[src/rtl/multiplier_pkg.sv]
// Shared definitions for the shift-and-add multiplier: default parameters
// and FSM state encoding. Optional feature macro: MULTIPLIER_OVERFLOW_EN.
package multiplier_pkg;

    localparam int unsigned DEF_QUOTIENT_BITDEPTH = 16;
    localparam int unsigned DEF_DIVISOR_BITDEPTH  = 8;
    localparam int unsigned DEF_MULT_STEP         = 1;

    typedef enum logic [1:0] {
        IDLE = 2'd0,
        CALC = 2'd1,
        DONE = 2'd2
    } state_t;

endpackage

[src/rtl/multiplier_if.sv]
// Operand/result handshake bundle for the multiplier.
// o_overflow exists only when MULTIPLIER_OVERFLOW_EN is defined.
interface multiplier_if
    import multiplier_pkg::*;
#(
    parameter int unsigned QUOTIENT_BITDEPTH = DEF_QUOTIENT_BITDEPTH,
    parameter int unsigned DIVISOR_BITDEPTH  = DEF_DIVISOR_BITDEPTH
);
    logic                                        i_input_valid;
    logic                                        o_input_ready;
    logic [QUOTIENT_BITDEPTH-1:0]                i_quotient;
    logic [DIVISOR_BITDEPTH-1:0]                 i_divisor;
    logic [DIVISOR_BITDEPTH-1:0]                 i_remainder;
    logic                                        o_output_valid;
    logic                                        i_output_ready;
    logic [QUOTIENT_BITDEPTH+DIVISOR_BITDEPTH-1:0] o_dividend;
`ifdef MULTIPLIER_OVERFLOW_EN
    logic                                        o_overflow;
`endif

    modport slave (
        input  i_input_valid, i_quotient, i_divisor, i_remainder, i_output_ready,
`ifdef MULTIPLIER_OVERFLOW_EN
        output o_overflow,
`endif
        output o_input_ready, o_output_valid, o_dividend
    );

    modport master (
        output i_input_valid, i_quotient, i_divisor, i_remainder, i_output_ready,
`ifdef MULTIPLIER_OVERFLOW_EN
        input  o_overflow,
`endif
        input  o_input_ready, o_output_valid, o_dividend
    );

endinterface

[src/rtl/multiplier_step.sv]
// Combinational partial-product sum for one CALC cycle: adds the multiplicand
// shifted by k for every set bit k of the current multiplier slice.
module multiplier_step
    import multiplier_pkg::*;
#(
    parameter int unsigned WIDTH     = DEF_QUOTIENT_BITDEPTH + DEF_DIVISOR_BITDEPTH,
    parameter int unsigned MULT_STEP = DEF_MULT_STEP
) (
    input  logic [MULT_STEP-1:0] bits,
    input  logic [WIDTH-1:0]     mcand,
    output logic [WIDTH-1:0]     sum
);

    // Sum of gated, shifted multiplicands
    always_comb begin
        sum = '0;
        for (int k = 0; k < int'(MULT_STEP); k++) begin
            if (bits[k]) begin
                sum = sum + (mcand << k);
            end
        end
    end

endmodule

[src/rtl/multiplier.sv]
// Sequential shift-and-add multiplier: o_dividend = quotient*divisor + remainder.
// Consumes MULT_STEP multiplier bits per clock; result after N = Q/MULT_STEP clocks.
// Optional feature macro: MULTIPLIER_OVERFLOW_EN adds o_overflow.
module multiplier
    import multiplier_pkg::*;
#(
    parameter int unsigned QUOTIENT_BITDEPTH = DEF_QUOTIENT_BITDEPTH,
    parameter int unsigned DIVISOR_BITDEPTH  = DEF_DIVISOR_BITDEPTH,
    parameter int unsigned MULT_STEP         = DEF_MULT_STEP
) (
    input  logic        i_sclk,
    input  logic        i_rst,
    multiplier_if.slave bus
);

    localparam int unsigned WIDTH  = QUOTIENT_BITDEPTH + DIVISOR_BITDEPTH;
    localparam int unsigned NSTEPS = QUOTIENT_BITDEPTH / MULT_STEP;
    localparam int unsigned CNT_W  = $clog2(NSTEPS + 1);

    state_t                       state;
    logic [QUOTIENT_BITDEPTH-1:0] mplier;
    logic [WIDTH-1:0]             mcand;
    logic [WIDTH-1:0]             acc;
    logic [CNT_W-1:0]             cnt;
    logic                         input_ready;
    logic                         output_valid;
    logic [WIDTH-1:0]             step_sum;
    logic [WIDTH-1:0]             acc_next_c;
`ifdef MULTIPLIER_OVERFLOW_EN
    logic                         overflow;
`endif

    multiplier_step #(
        .WIDTH     (WIDTH),
        .MULT_STEP (MULT_STEP)
    ) u_step (
        .bits  (mplier[MULT_STEP-1:0]),
        .mcand (mcand),
        .sum   (step_sum)
    );

    assign acc_next_c = acc + step_sum;

    // Control FSM and datapath registers
    always_ff @(posedge i_sclk) begin
        if (i_rst) begin
            state        <= IDLE;
            mplier       <= '0;
            mcand        <= '0;
            acc          <= '0;
            cnt          <= '0;
            input_ready  <= 1'b1;
            output_valid <= 1'b0;
`ifdef MULTIPLIER_OVERFLOW_EN
            overflow     <= 1'b0;
`endif
        end else begin
            case (state)
                IDLE: begin
                    if (bus.i_input_valid) begin
                        mplier      <= bus.i_quotient;
                        mcand       <= WIDTH'(bus.i_divisor);
                        acc         <= WIDTH'(bus.i_remainder);
                        cnt         <= '0;
                        input_ready <= 1'b0;
                        state       <= CALC;
                    end
                end
                CALC: begin
                    acc    <= acc_next_c;
                    mplier <= mplier >> MULT_STEP;
                    mcand  <= mcand << MULT_STEP;
                    cnt    <= cnt + CNT_W'(1);
                    if (cnt == CNT_W'(NSTEPS - 1)) begin
                        output_valid <= 1'b1;
                        state        <= DONE;
`ifdef MULTIPLIER_OVERFLOW_EN
                        overflow     <= |acc_next_c[WIDTH-1:QUOTIENT_BITDEPTH];
`endif
                    end
                end
                DONE: begin
                    if (bus.i_output_ready) begin
                        output_valid <= 1'b0;
                        input_ready  <= 1'b1;
                        state        <= IDLE;
                    end
                end
                default: begin
                    output_valid <= 1'b0;
                    input_ready  <= 1'b1;
                    state        <= IDLE;
                end
            endcase
        end
    end

    assign bus.o_input_ready  = input_ready;
    assign bus.o_output_valid = output_valid;
    assign bus.o_dividend     = acc;
`ifdef MULTIPLIER_OVERFLOW_EN
    assign bus.o_overflow     = overflow;
`endif

endmodule

[src/flat_wrapper.sv]
// flat-port wrapper written by rule: the top's interface ports become plain ports
module multiplier_flat import multiplier_pkg::*;
#(
    parameter int unsigned QUOTIENT_BITDEPTH = DEF_QUOTIENT_BITDEPTH,
    parameter int unsigned DIVISOR_BITDEPTH  = DEF_DIVISOR_BITDEPTH,
    parameter int unsigned MULT_STEP         = DEF_MULT_STEP
)
  (i_sclk, i_rst, bus_i_input_valid, bus_i_quotient, bus_i_divisor, bus_i_remainder, bus_i_output_ready, bus_o_input_ready, bus_o_output_valid, bus_o_dividend);
  multiplier_if #(.QUOTIENT_BITDEPTH(QUOTIENT_BITDEPTH), .DIVISOR_BITDEPTH(DIVISOR_BITDEPTH)) bus_i ();
  input  logic i_sclk;
  input  logic i_rst;
  input wire logic [$bits(bus_i.i_input_valid)-1:0] bus_i_input_valid;
  input wire logic [$bits(bus_i.i_quotient)-1:0] bus_i_quotient;
  input wire logic [$bits(bus_i.i_divisor)-1:0] bus_i_divisor;
  input wire logic [$bits(bus_i.i_remainder)-1:0] bus_i_remainder;
  input wire logic [$bits(bus_i.i_output_ready)-1:0] bus_i_output_ready;
  output wire logic [$bits(bus_i.o_input_ready)-1:0] bus_o_input_ready;
  output wire logic [$bits(bus_i.o_output_valid)-1:0] bus_o_output_valid;
  output wire logic [$bits(bus_i.o_dividend)-1:0] bus_o_dividend;
  assign bus_i.i_input_valid = bus_i_input_valid;
  assign bus_i.i_quotient = bus_i_quotient;
  assign bus_i.i_divisor = bus_i_divisor;
  assign bus_i.i_remainder = bus_i_remainder;
  assign bus_i.i_output_ready = bus_i_output_ready;
  assign bus_o_input_ready = bus_i.o_input_ready;
  assign bus_o_output_valid = bus_i.o_output_valid;
  assign bus_o_dividend = bus_i.o_dividend;
  multiplier #(.QUOTIENT_BITDEPTH(QUOTIENT_BITDEPTH), .DIVISOR_BITDEPTH(DIVISOR_BITDEPTH), .MULT_STEP(MULT_STEP)) u_core (.i_sclk(i_sclk), .i_rst(i_rst), .bus(bus_i));
endmodule
[config.mk]
export PLATFORM = sky130hd
export DESIGN_NAME = multiplier_flat
export DESIGN_NICKNAME = d
export VERILOG_FILES = /design/src/rtl/multiplier_pkg.sv /design/src/rtl/multiplier_if.sv /design/src/rtl/multiplier_step.sv /design/src/rtl/multiplier.sv /design/src/flat_wrapper.sv
export SDC_FILE = /design/constraint.sdc
export NUM_CORES = 1
export LEC_CHECK = 0
export ABC_AREA = 1
export CAP_MARGIN = 25
export CORE_ASPECT_RATIO = 0.7
export CORE_MARGIN = 5
export CORE_UTILIZATION = 56
export CTS_CLUSTER_SIZE = 40
export DETAILED_ROUTE_END_ITERATION = 12
export PLACE_DENSITY_LB_ADDON = 0.25
export SETUP_SLACK_MARGIN = 0.05
export SLEW_MARGIN = 30
export SYNTH_ARGS = -nofsm -noshare
export SYNTH_HDL_FRONTEND = slang
export SYNTH_HIERARCHICAL = 1
export SYNTH_SLANG_ARGS = --single-unit
[constraint.sdc]
create_clock -name i_sclk -period 2.7 [get_ports i_sclk]
set_input_delay 0.405 -clock i_sclk [delete_from_list [all_inputs] [get_ports i_sclk]]
set_output_delay 0.405 -clock i_sclk [all_outputs]
set_load 0.005 [all_outputs]
=== Yosys cells after proc, flatten, opt, wreduce, memory -nomap -nowiden ===
Index checks and enable logic that the tools add are counted.

* Register bits: 73
* Input port bits: 36
* Output and inout bits: 26

* $add $sub $neg: 2
* Eq/ne operators: 6
* Multiplexer cells: 19
* Bitwise gates (word level): 2
* Reduce and logical (&&, ||, !) cells: 6

{| class="wikitable"
|+ Operators with widths
! cell !! count
|-
| $pmux W24 S2 || 2
|-
| $mux W24 || 3
|-
| $pmux W16 S2 || 1
|-
| $add A24 B24 Y24 || 1
|-
| $mux W16 || 1
|-
| $pmux W5 S2 || 1
|-
| $reduce_and A3 Y1 || 3
|-
| $mux W2 || 3
|-
| $pmux W1 S3 || 2
|-
| $pmux W2 S3 || 1
|-
| $add A5 B1 Y5 const B || 1
|-
| $eq A5 B4 Y1 const B || 1
|-
| $mux W5 || 1
|-
| $mux W1 || 4
|-
| $ne A2 B2 Y1 const B || 2
|-
| $eq A2 B1 Y1 const B || 1
|-
| $eq A2 B2 Y1 const B || 1
|-
| $logic_not A2 Y1 || 1
|-
| $ne A2 B1 Y1 const B || 1
|-
| $not A1 Y1 || 2
|-
| $reduce_and A2 Y1 || 1
|-
| $reduce_bool A2 Y1 || 1
|}

=== Longest topological paths before layout ===
* Depth in word-level cells: 3
* Gate-level depth with buffers: 15
* Mapped depth without buffers: 15

=== Modules after synthesis ===
The synthesis kept the hierarchy.

{| class="wikitable"
|+ Modules (own cells, without submodules)
! module !! times used !! cells each !! area an instance (um2) !! seq. area each (um2)
|-
| multiplier || 1 || 720 || 4603.2 || 1461.4
|-
| multiplier_step || 1 || 50 || 202.7 || 0.0
|}

=== Worst setup path before layout ===
Ideal clock, no wire load.

* Path type: reg-to-reg
* Start: reg u_core.mplier[0]
* End: reg u_core.acc[12], in the netlist u_core/bus.o_dividend[12]
* Arrival time: 1.857 ns
* Required time: 2.566 ns
* Setup slack: 0.709 ns
* Cell stages (with the launch flop): 16
* Clock period less this slack: 1.991 ns
* Path through: dfxtp_1 -> nand2_1 -> inv_1 -> ha_1 -> inv_1 -> fa_1 -> inv_1 -> nand2_1 -> o21ai_2 -> nand2_1 -> nand2_2 -> nand2_1 -> nand2_1 -> nand2_1 -> nand3_1 -> a21oi_1

* Longest elaborated chain between the ends: 3

{| class="wikitable"
|+ RTL lines
! element !! RTL line !! text
|-
| start: declaration || multiplier.sv:21 || <nowiki>logic [QUOTIENT_BITDEPTH-1:0] mplier;</nowiki>
|-
| start signal: assignment || multiplier.sv:61 || <nowiki>mplier <= bus.i_quotient;</nowiki>
|-
| start signal: assignment || multiplier.sv:71 || <nowiki>mplier <= mplier >> MULT_STEP;</nowiki>
|-
| $mux W24 || multiplier_step.sv:18 || <nowiki>if (bits[k]) begin</nowiki>
|-
| named net u_core.step_sum[0] || multiplier.sv:27 || <nowiki>logic [WIDTH-1:0] step_sum;</nowiki>
|-
| $add A24 B24 Y24 || multiplier.sv:42 || <nowiki>assign acc_next_c = acc + step_sum;</nowiki>
|-
| $pmux W24 S2 || multiplier.sv:58 || <nowiki>case (state)</nowiki>
|-
| end signal: assignment || multiplier.sv:63 || <nowiki>acc <= WIDTH'(bus.i_remainder);</nowiki>
|-
| end signal: assignment || multiplier.sv:70 || <nowiki>acc <= acc_next_c;</nowiki>
|-
| end: declaration || multiplier.sv:23 || <nowiki>logic [WIDTH-1:0] acc;</nowiki>
|}

The timed path passes the listed nets, and every way through them passes these cells.
A chain may end at the register's enable or synchronous reset.

=== Worst setup path in the final report ===
* Start: reg u_core.mplier[0]
* End: reg u_core.acc[16], in the netlist u_core/bus.o_dividend[16]

The elaborated chain is that of the path after synthesis.

==> results.md <==
- Status: complete, no violations
- Share of cells above drive strength 1: 7.246%
- Worst Setup End Kind: flip-flop
- RSZ-0062 raised after global routing: no
- Critical path class: flip-flop to flip-flop
- Hold Slack: 440.7 ps
- Fmax: 464.4 MHz
- Final period utilization: 79.75%
- Commonest non-fill, non-tap cell in the layout: nand2_1
- WHS Endpoint: u_core/bus.o_output_valid$_SDFFE_PP0P_
- Mapped Cells: 770
- GRT Overall Usage: 26.27%
- Slew at the pin closest to its max-slew limit: 696.1 ps
- Die Width: 120.7 um
- Pleak: 2.824 nW
- Max IR drop VDD: 0.0003329 V
- FF-to-FF Start: u_core/mplier[0]$_SDFFE_PP0P_
- Yosys warning total: 6
- Area Growth Syn to Fin: 20.26%
- Placed cell areas: 5453 um2
- Final setup violation count: 0
- WP data required: 2910 ps
- Dpl ws: 585.0 ps
- Path depth of the worst reg2reg path: 15
- Sw frac: 24.93%
- Via density: 5.296
- DRT Wirelength: 13,090 um
- Residual DRC: 0
- Total of max-cap violations: 0
- Post-CTS setup buffers: 0
- Cts repair resizes: 0
- Min-Delay Path Class: flip-flop to flip-flop
- # fillers: 798
- Worst Skew: 8.785 ps
- Gate power share: 11.7%
- Met2 Use GR: 41.81%
- Port-buffer cells: 61
- Sum Neg Setup Slack: 0 ps
- Post-route cell area: 5779 um2
- Register area share after synthesis: 30.41%
- Antenna fix cells: 0
- Critical Path Fanout Max: 4
- Worst-Skew Late Latency: 340 ps
- Full die area: 10,560 um2
- NetSw: 0.6948 mW
- Placed Instances: 917
- CTS tree: yes
- Clk pwr share: 47.1%
- GRT met3 Usage: 6.688%
- Most used cell, CP: nand2_1
- Clock Tree Root: clkbuf_16
- CP max stage cell: fa_1
- Worst setup margin: 546.7 ps
- Via count: 4,941
- Tmin final: 2153 ps
- Max Slew Vio Count: 0
- Initial antenna violation count: 0
- Yosys reg bits: 73
- Max incr delay on CP: 380 ps
- Flop2flop setup slack: 550 ps
- DR WL/cell: 14.03 um
- Clk sink count: 73
- Die extent in y: 87.51 um
- Row count: 28
- Cts bufs inserted: 9
- CTS max path bufs: 2
- Slew HR: 53.59%
- Hold violation count in the final report: 0
- Nets: 885
- Synthesized area per cell: 6.241 um2
- Hold Startpoint: u_core/bus.o_output_valid$_SDFFE_PP0P_
- Synth unique cells: 33
- Iter 0 DRT Violations: 531
- Synthesized area: 4806 um2
- CTS H-tree lvls: 3
- GPL Wtd Cong: 0.9919
- Iteration count of the initial detailed-routing pass: 5
- Critical Path, Cell by Cell: nand2_1 > inv_1 > ha_1 > inv_1 > fa_1 > inv_1 > nand2_1 > o21ai_2 > nand2_1 > nand2_2 > nand2_1 > nand2_1 > nand2_1 > nand3_1 > a21oi_1
- Post-DRT Antenna Nets: 0
- Arrival time of the worst setup path: 2360 ps
- Hold depth: 2
- Worst-path clk slew: 60 ps
- Worst setup SP type: flip-flop
- Tot Pwr: 2.787 mW
- Commonest non-fill, non-tap cells in the layout: 318 x nand2_1, 116 x inv_1, 73 x dfxtp_1
- Initial Util: 57.16%
- Critical R2R Capture: u_core/bus.o_dividend[16]$_SDFFE_PP0P_
- Largest net degree at the start of global routing: 65
- Non-Filler Instances: 933
- GR peak layer: met2
- Hold Buf Count CTS: 0
- Pwr Density: 482.2 nW/um2
- Congestion Overflow GR: 0
- Seq pwr share: 41.3%
- Post-DP HPWL: 9654 um
- P_int: 2.092 mW
- Global-route wire length before repair: 22,360 um
- IO Count: 62
- Vias in the first global route: 4,803
- Syn nets: 832
- M1 GR Usage: 35.50%
- Placeable Area: 8408 um2
- Layout Utilization: 68.74%
[logic make-up after synthesis]
| group | Yosys count | synth area share, % |
|---|---|---|
| adder cells (fa/ha/maj) | 26 | 6.925 |
| AO/OA/AOI/OAI | 94 | 11.25 |
| XOR/XNOR | 5 | 0.9112 |
| flip-flops | 73 | 30.41 |
| AND/OR/NAND/NOR | 428 | 38.06 |
| buffers and inverters | 144 | 12.44 |
[worst max-delay path, delay by kind of cell, from the launching register on]
kind                     cells  cell delay [ps]
flip-flops                   1              370
AO/OA/AOI/OAI                2              270
adder cells (fa/ha/maj)      2              580
AND/OR/NAND/NOR              8              550
buffers and inverters        3              230
[power groups by stage]
stage	Combinational [mW]	Clock, mW	Sequential (mW)
finish	0.325	1.31	1.15
detailed placement	0.322	0	1.17
floorplan	0.204	0	1.17
CTS	0.326	1.33	1.15
global placement	0.315	0	1.17
global route	0.360	1.39	1.15
[metal layers]
layer,routed length [um],vias to the layer above
li1,-,2512
met4,214,0
met1,6111,2208
met3,1122,20
met5,0,-
met2,5638,201
[how the worst max path moves through the flow]
stage | startpoint | end
2_1_floorplan | u_core/mplier[0]$_SDFFE_PP0P_ | u_core/bus.o_dividend[12]$_SDFFE_PP0P_
3_3_place_gp | u_core/mplier[0]$_SDFFE_PP0P_ | u_core/bus.o_dividend[12]$_SDFFE_PP0P_
3_5_place_dp | u_core/mplier[0]$_SDFFE_PP0P_ | u_core/bus.o_dividend[12]$_SDFFE_PP0P_
4_1_cts | u_core/mplier[0]$_SDFFE_PP0P_ | u_core/bus.o_dividend[12]$_SDFFE_PP0P_
5_1_grt | u_core/mcand[0]$_SDFFE_PP0P_ | u_core/bus.o_dividend[12]$_SDFFE_PP0P_
6_report | u_core/mplier[0]$_SDFFE_PP0P_ | u_core/bus.o_dividend[16]$_SDFFE_PP0P_
[cells in the mapped netlist (all sizes together)]
master / count / area (um2)
nand2: 327 / 1250
inv: 118 / 442.9
dfxtp: 73 / 1461
a21oi: 58 / 305.3
nor2: 44 / 226.5
nand3: 35 / 205.2
ha: 25 / 312.8
a31oi: 21 / 131.4
buf: 19 / 128.9
o21ai: 9 / 48.80
clkbuf: 7 / 26.28
nand3b: 7 / 52.55
nand4: 7 / 50.05
xor2: 5 / 43.79
nor3: 4 / 20.02
or2: 3 / 18.77
a22oi: 2 / 15.01
o221ai: 2 / 17.52
a221oi: 1 / 15.01
and2: 1 / 6.260
fa: 1 / 20.02
o21a: 1 / 7.510
[state kept, by name, summed over array words and instances, names as in the netlist]
name,flops
u_core/state,2
u_core/cnt,5
u_core/mcand,24
u_core/bus.o_dividend,24
u_core/mplier,16
u_core/bus.o_output_valid,1
u_core/bus.o_input_ready,1
[cell type report]
type / instances / area [um2] / share of cell area (%)
clock buffers: 10 / 239.0 / 4.135
well taps: 105 / 131.4 / 2.273
clock inverters: 6 / 87.58 / 1.515
inverters: 118 / 442.9 / 7.664
flip-flops and latches: 73 / 1461 / 25.29
multi-input cells: 553 / 2746 / 47.52
repair buffers: 68 / 670.6 / 11.60
No activity file was read; power rests on OpenSTA's default activity.
